[config.mk]
export PLATFORM = sky130hd
export DESIGN_NAME = pipelined_adder
export DESIGN_NICKNAME = d
export VERILOG_FILES = /design/src/rtl/pipelined_adder.sv
export SDC_FILE = /design/constraint.sdc
export NUM_CORES = 1
export LEC_CHECK = 0
export ABC_AREA = 1
export CAP_MARGIN = 20
export CORE_MARGIN = 8
export CORE_UTILIZATION = 33
export DETAILED_ROUTE_END_ITERATION = 12
export GPL_TIMING_DRIVEN = 0
export HOLD_SLACK_MARGIN = 0.03
export PLACE_DENSITY = 0.65
export SKIP_CTS_REPAIR_TIMING = 1
export SKIP_LAST_GASP = 1
export SLEW_MARGIN = 20
export SYNTH_ARGS = -nofsm -noshare
export SYNTH_HDL_FRONTEND = slang
export SYNTH_SLANG_ARGS = --single-unit
[constraint.sdc]
create_clock -name CLK -period 4.6 [get_ports CLK]
set_clock_uncertainty 0.1 [all_clocks]
set_input_delay 0.92 -clock CLK [delete_from_list [all_inputs] [get_ports CLK]]
set_output_delay 0.92 -clock CLK [all_outputs]
set_load 0.01 [all_outputs]
[src/rtl/pipelined_adder.sv]
// pipelined_adder: segmented carry-chain adder/subtractor with valid/ready
// handshake. Operands are captured in an input rank, then STAGES = WIDTH/SEG
// adder stages each resolve one SEG-bit slice. The final stage registers
// directly drive the outputs, so an accepted operation emerges STAGES edges
// after the edge that accepted it.
// Optional feature: define PIPELINED_ADDER_SAT_EN to add the SATURATE input
// (signed saturation on overflow, no extra latency).
module pipelined_adder #(
  parameter int WIDTH = 32,
  parameter int SEG   = 8
) (
  input  logic             CLK,
  input  logic             RESET_N,
  input  logic             IN_VALID,
  output logic             IN_READY,
  input  logic             SUBTRACT,
  input  logic [WIDTH-1:0] TERM_A,
  input  logic [WIDTH-1:0] TERM_B,
  input  logic             CI,
`ifdef PIPELINED_ADDER_SAT_EN
  input  logic             SATURATE,
`endif
  output logic             OUT_VALID,
  input  logic             OUT_READY,
  output logic [WIDTH-1:0] ADDER_OUT,
  output logic             CO,
  output logic             HCO,
  output logic             OVO,
  output logic             ZERO
);

  localparam int STAGES = WIDTH / SEG;
  localparam int F      = STAGES - 1;

  if ((WIDTH % SEG) != 0 || SEG < 4 || WIDTH < 8) begin : g_bad_params
    $error("pipelined_adder: WIDTH must be a multiple of SEG, SEG >= 4, WIDTH >= 8");
  end

  // Signed clamp applied only when saturation is requested and the sum overflowed;
  // the sign of the overflow follows the common sign of the operands.
  function automatic logic [WIDTH-1:0] sat_clamp(input logic [WIDTH-1:0] val,
                                                 input logic ovf, input logic en,
                                                 input logic neg);
    logic signed [WIDTH-1:0] lim;
    lim = neg ? {1'b1, {(WIDTH-1){1'b0}}} : {1'b0, {(WIDTH-1){1'b1}}};
    return (en && ovf) ? lim : val;
  endfunction

  logic sat_in;
`ifdef PIPELINED_ADDER_SAT_EN
  assign sat_in = SATURATE;
`else
  assign sat_in = 1'b0;
`endif

  // Whole pipeline advances together whenever the output slot can move.
  logic adv;
  assign adv       = ~OUT_VALID | OUT_READY;
  assign IN_READY  = adv;

  // Input rank (b and carry already conditioned for subtraction)
  logic             vld_p0;
  logic [WIDTH-1:0] a_p0, b_p0;
  logic             c_p0, sub_p0, sat_p0;

  // Adder stage registers: word holds finished sum slices on top and the
  // still-pending operand A slices below, rotating one slice per stage.
  logic [STAGES-1:0] vld_p;
  logic [WIDTH-1:0]  word_p [STAGES];
  logic [WIDTH-1:0]  b_p    [STAGES];
  logic              cy_p   [STAGES];
  logic              sub_p  [STAGES];
  logic              sat_p  [STAGES];
  logic              hco_p  [STAGES];

  logic [WIDTH-1:0]  word_i [STAGES];
  logic [WIDTH-1:0]  b_i    [STAGES];
  logic              c_i    [STAGES];
  logic              sub_i  [STAGES];
  logic              sat_i  [STAGES];
  logic              hco_i  [STAGES];
  logic [SEG:0]      sum_c  [STAGES];
  logic [WIDTH-1:0]  word_n [STAGES];
  logic [4:0]        half_c;
  logic              ovf_f;
  logic [WIDTH-1:0]  res_f;

  // Per-stage slice addition fed by the previous rank.
  always_comb begin
    half_c    = {1'b0, a_p0[3:0]} + {1'b0, b_p0[3:0]} + {4'b0000, c_p0};
    word_i[0] = a_p0;
    b_i[0]    = b_p0;
    c_i[0]    = c_p0;
    sub_i[0]  = sub_p0;
    sat_i[0]  = sat_p0;
    hco_i[0]  = half_c[4] ^ sub_p0;
    for (int s = 1; s < STAGES; s++) begin
      word_i[s] = word_p[s-1];
      b_i[s]    = b_p[s-1];
      c_i[s]    = cy_p[s-1];
      sub_i[s]  = sub_p[s-1];
      sat_i[s]  = sat_p[s-1];
      hco_i[s]  = hco_p[s-1];
    end
    for (int s = 0; s < STAGES; s++) begin
      sum_c[s]  = {1'b0, word_i[s][SEG-1:0]} + {1'b0, b_i[s][SEG-1:0]}
                + {{SEG{1'b0}}, c_i[s]};
      word_n[s] = {sum_c[s][SEG-1:0], word_i[s][WIDTH-1:SEG]};
    end
  end

  // Final-stage overflow and optional clamp.
  always_comb begin
    ovf_f = word_i[F][SEG-1] ^ b_i[F][SEG-1] ^ sum_c[F][SEG-1] ^ sum_c[F][SEG];
    res_f = sat_clamp(word_n[F], ovf_f, sat_i[F], word_i[F][SEG-1]);
  end

  // Datapath ranks: load on advance, no reset needed.
  always_ff @(posedge CLK) begin
    if (adv) begin
      // input rank
      a_p0   <= TERM_A;
      b_p0   <= TERM_B ^ {WIDTH{SUBTRACT}};
      c_p0   <= CI ^ SUBTRACT;
      sub_p0 <= SUBTRACT;
      sat_p0 <= sat_in;
      // adder stages
      for (int s = 0; s < STAGES; s++) begin
        word_p[s] <= word_n[s];
        b_p[s]    <= b_i[s] >> SEG;
        cy_p[s]   <= sum_c[s][SEG];
        sub_p[s]  <= sub_i[s];
        sat_p[s]  <= sat_i[s];
        hco_p[s]  <= hco_i[s];
      end
    end
  end

  // Valid bits and output registers; reset discards everything in flight.
  always_ff @(posedge CLK or negedge RESET_N) begin
    if (!RESET_N) begin
      vld_p0    <= 1'b0;
      vld_p     <= '0;
      ADDER_OUT <= '0;
      CO        <= 1'b0;
      HCO       <= 1'b0;
      OVO       <= 1'b0;
      ZERO      <= 1'b0;
    end else if (adv) begin
      vld_p0   <= IN_VALID;
      vld_p[0] <= vld_p0;
      for (int s = 1; s < STAGES; s++) vld_p[s] <= vld_p[s-1];
      // output stage
      ADDER_OUT <= res_f;
      CO        <= sum_c[F][SEG] ^ sub_i[F];
      HCO       <= hco_i[F];
      OVO       <= ovf_f;
      ZERO      <= ~|res_f;
    end
  end

  assign OUT_VALID = vld_p[F];

endmodule

### After elaboration in Yosys (flattened, before gate mapping)

Memory sizes are Yosys's and may differ from the RTL's.
Cells that the tools add are included.

| word-level totals | value |
|---|---|
| output and inout port bits | 38 |
| logic and storage cells | 43 |
| memory bits (writable) | 240 |
| memories | 6 |
| flip-flop bits (word level) | 107 |
| input port bits | 70 |

Memories:

| memory | words | width | rd ports | clocked after memory_dff | wr ports | RTL line | source |
|---|---|---|---|---|---|---|---|
| word_p | 4 | 32 | 3 | 0 | 4 | 69 | `logic [WIDTH-1:0] word_p [STAGES];` |
| b_p | 4 | 24 | 3 | 0 | 4 | 70 | `logic [WIDTH-1:0] b_p [STAGES];` |
| cy_p | 4 | 1 | 3 | 0 | 4 | 71 | `logic cy_p [STAGES];` |
| hco_p | 4 | 1 | 3 | 0 | 4 | 74 | `logic hco_p [STAGES];` |
| sat_p | 4 | 1 | 3 | 0 | 4 | 73 | `logic sat_p [STAGES];` |
| sub_p | 4 | 1 | 3 | 0 | 4 | 72 | `logic sub_p [STAGES];` |

| cells by class | value |
|---|---|
| muxes and demuxes | 4 |
| reductions and logical operators | 3 |
| $add $sub $neg | 10 |
| bitwise operators | 9 |

Operators by type and width:

| operator | number |
|---|---|
| two-way mux 32 bit | 2 |
| adder 8 x 8 -> 9 bit | 4 |
| adder 9 x 1 -> 9 bit | 4 |
| OR reduction 32 bit | 1 |
| XOR 32 bit | 1 |
| XOR 1 bit | 6 |
| adder 4 x 4 -> 5 bit | 1 |
| adder 5 x 1 -> 5 bit | 1 |
| two-way mux 1 bit | 2 |
| logical AND 1 bit | 1 |
| logical NOT 1 bit | 1 |
| NOT 1 bit | 1 |
| OR 1 bit | 1 |

### Logic depth before layout (Yosys ltp)

An unclocked memory read counts as a cell.

| logic depth | value |
|---|---|
| word-level depth | 9 |
| gate-level depth with buffers | 12 |
| mapped depth without buffers | 12 |

### Worst setup path before layout

No wires, ideal clock.

| path | value |
|---|---|
| kind | input -> output |
| start point | input OUT_READY |
| end point | output IN_READY |
| data required time | 3.580 ns |
| stages on the path | 3 |
| slack | -0.222 ns |
| arrival time | 3.802 ns |
| cell sequence | or2_1 -> buf_6 -> buf_2 |

| between the ends | value |
|---|---|
| cells in the longest elaborated chain, start to end | 1 |

RTL lines:

| what | RTL line | source |
|---|---|---|
| start, declared | 24 | `input logic OUT_READY,` |
| OR 1 bit | 58 | `assign adv = ~OUT_VALID \| OUT_READY;` |
| end, declared | 15 | `output logic IN_READY,` |

No other way between the ends.

### Final worst setup path

Same ends and word-level chain as after synthesis.

==> results.json <==
{
  "status": "completed",
  "drc": 0,
  "die_h_um": 189,
  "chipWidth_um": 189,
  "grtUsageMet2_pct": 16.5,
  "worstRegToRegCells": 11,
  "postSynthAreaPerCell_um2": 15.3,
  "layout.nets": 893,
  "synth_seq_cells": 260,
  "viasPerCell": 4.28,
  "hold_path.class": "input port to asynchronous set/reset pin",
  "report.power.total_w": 0.00838,
  "dieArea_mm2": 0.0358,
  "mostFrequentLayoutCells": "edfxtp_1 (219), nand2_1 (138), clkdlybuf4s50_1 (106)",
  "clk_pin_slew_ns": 0.07,
  "clk_latency_ns": 0.53,
  "maxCapViolCount": 0,
  "ir_worst_vdd_mv": 0.228,
  "crit_type": "input port to primary output",
  "worstMarginPinSlew_ns": 0.475,
  "met1_usage_pct": 11.1,
  "startpoint": "OUT_READY",
  "vias": 5124,
  "finalWeightedCongestion": 0.760,
  "first_global_vias": 5300,
  "slew-limit-headroom_pct": 68.4,
  "drt_iter0_drc": 264,
  "clockBufferDepth": 3,
  "core_mm2": 0.0296,
  "whs_ns": 0.220,
  "area_growth_pct": 24.9,
  "fmaxAchievable_ghz": 0.243,
  "syn-cell-area_mm2": 0.00989,
  "crit_fanout": 93,
  "drv_slew": 0,
  "htree_levels": 1,
  "io_pins": 108,
  "globalRouteMet3Util_pct": 2.58,
  "synth_cells": 648,
  "numPortBuffers": 107,
  "dpl.hpwl_um": 12200,
  "cts.sinks": 260,
  "hold_viol_final": 0,
  "grt_max_degree": 94,
  "overflow": 0,
  "rows": 63,
  "drive_above_1_share_pct": 7.55,
  "p_per_area_mw_per_mm2": 679,
  "p_leak_nw": 4.88,
  "cts_buffers": 27,
  "grt.busiest_layer": "met2",
  "synth.distinct_cells": 29,
  "cp-end-kind": "primary output",
  "n_antenna_cell": 0,
  "seq_area_frac_synth_pct": 76.9,
  "ant_nets": 0,
  "firstDrtPassIters": 4,
  "arrival_ns": 3.10,
  "cts_tree": "done",
  "fin_crit_ns": 4.12,
  "cts-root-buf": "clkbuf_16",
  "grt_pass1_wl_um": 27300,
  "finalCritPeriodShare_pct": 89.5,
  "yosys_warnings": 0,
  "r2r_end": "ZERO",
  "crit_path_end": "IN_READY",
  "setup_viol": 0,
  "rsz0062_at_grt": "no",
  "cp-start-kind": "input port",
  "synth_nets": 754,
  "wl_per_cell_um": 14.4,
  "drt-total-wl_um": 17300,
  "r2r_slack_ns": 2.24,
  "r2r_start": "b_p[2][0]",
  "start_util_pct": 33.5,
  "required_ns": 3.58,
  "antenna_found_initial": 2,
  "grt_use_total_pct": 9.51,
  "final_common_cell": "edfxtp_1"
}
[critical path: stages]
cell	delay (ns)
clkdlybuf4s50_1	0.45
or2_1	0.15
buf_6	0.16
buf_8	0.32
buf_16	0.39
clkdlybuf4s50_1	0.63
[per-stage QoR]
stage                     instance area, um^2  util [%]  setup TNS, ns  setup WS (ns)  instances
after floorplan                          9890         -              0          0.885        648
after global placement                  11400      38.7          -1.05          -1.05       1145
after detailed placement                11500      39.0              0          0.466       1148
after CTS                               12300      41.8              0          0.454       1198
after global routing                    12300      41.8              0          0.359       1198
final                                   12300      41.8              0          0.482       1198
[worst min-delay path by stage]
stage / cells after the start / slack (ns) / from / to
3_3_place_gp: 0 / 0.30 / word_p[0][31] / word_p[1][23]
4_1_cts: 1 / 0.21 / RESET_N / ADDER_OUT[15]
3_5_place_dp: 0 / 0.30 / b_p0[17] / b_p[0][9]
6_report: 1 / 0.22 / RESET_N / ADDER_OUT[24]
5_1_grt: 1 / 0.22 / RESET_N / ADDER_OUT[18]
2_1_floorplan: 0 / 0.30 / b_p0[8] / b_p[0][0]
[sequential cells by signal, indices dropped and copies added, names as in the netlist]
register	count
ADDER_OUT	32
CO	1
HCO	1
OVO	1
ZERO	1
a_p0	32
b_p	48
b_p0	32
c_p0	1
cy_p	3
hco_p	3
sub_p	3
sub_p0	1
vld_p	4
vld_p0	1
word_p	96
[where the power goes]
part	total (W)	leakage [nW]	internal, W	switching, W
Sequential	0.00405	2.72	0.00374	0.000312
Combinational	0.00233	1.76	0.000976	0.00135
Clock	0.00200	0.401	0.00115	0.000851
Total	0.00838	4.88	0.00587	0.00251
[layout make-up]
| type | count | area (um^2) |
|---|---|---|
| Fill cell | 2699 | 17200 |
| Sequential cell | 260 | 7600 |
| Multi-Input combinational cell | 331 | 2050 |
| Timing Repair Buffer | 110 | 1140 |
| Clock buffer | 34 | 712 |
| Tap cell | 390 | 488 |
| Inverter | 45 | 169 |
| Clock inverter | 16 | 108 |
| Buffer | 12 | 76.3 |
[layer usage]
metal | vias to the layer above | routed length (um)
met1 | 2444 | 7130
met2 | 104 | 8630
met3 | 30 | 1090
met5 | - | 27
met4 | 4 | 427
li1 | 2542 | -
[cell usage after synthesis]
library cell	count	area, um^2
a31oi_1	1	6.26
nand2_2	2	12.5
clkinv_1	1	3.75
xor2_2	1	16.3
nand4_1	5	31.3
nand3_1	13	65.1
edfxtp_1	219	6580
o21ai_1	2	10.0
ha_1	28	350
a21o_1	1	7.51
fa_1	8	160
or2_1	1	6.26
xor2_1	50	438
o21ai_0	12	60.1
xnor2_1	5	43.8
o211ai_1	6	45.0
dfrtp_1	41	1030
a21oi_2	1	8.76
buf_2	11	55.1
inv_1	44	165
nand2_1	138	518
nand3b_1	2	15.0
a21oi_1	26	130
nor2_1	22	82.6
buf_6	1	11.3
nand3_2	1	10.0
nor2_2	1	6.26
o21a_1	1	7.51
nor3_1	4	20.0
[logic make-up after synthesis]
family / share of synthesized area, %
simple gates: 7.76
compound gates: 2.78
buf+inv: 2.38
xor+xnor: 5.04
flops: 76.9
fa+ha+maj: 5.16
(Power assumes the default switching activity.)
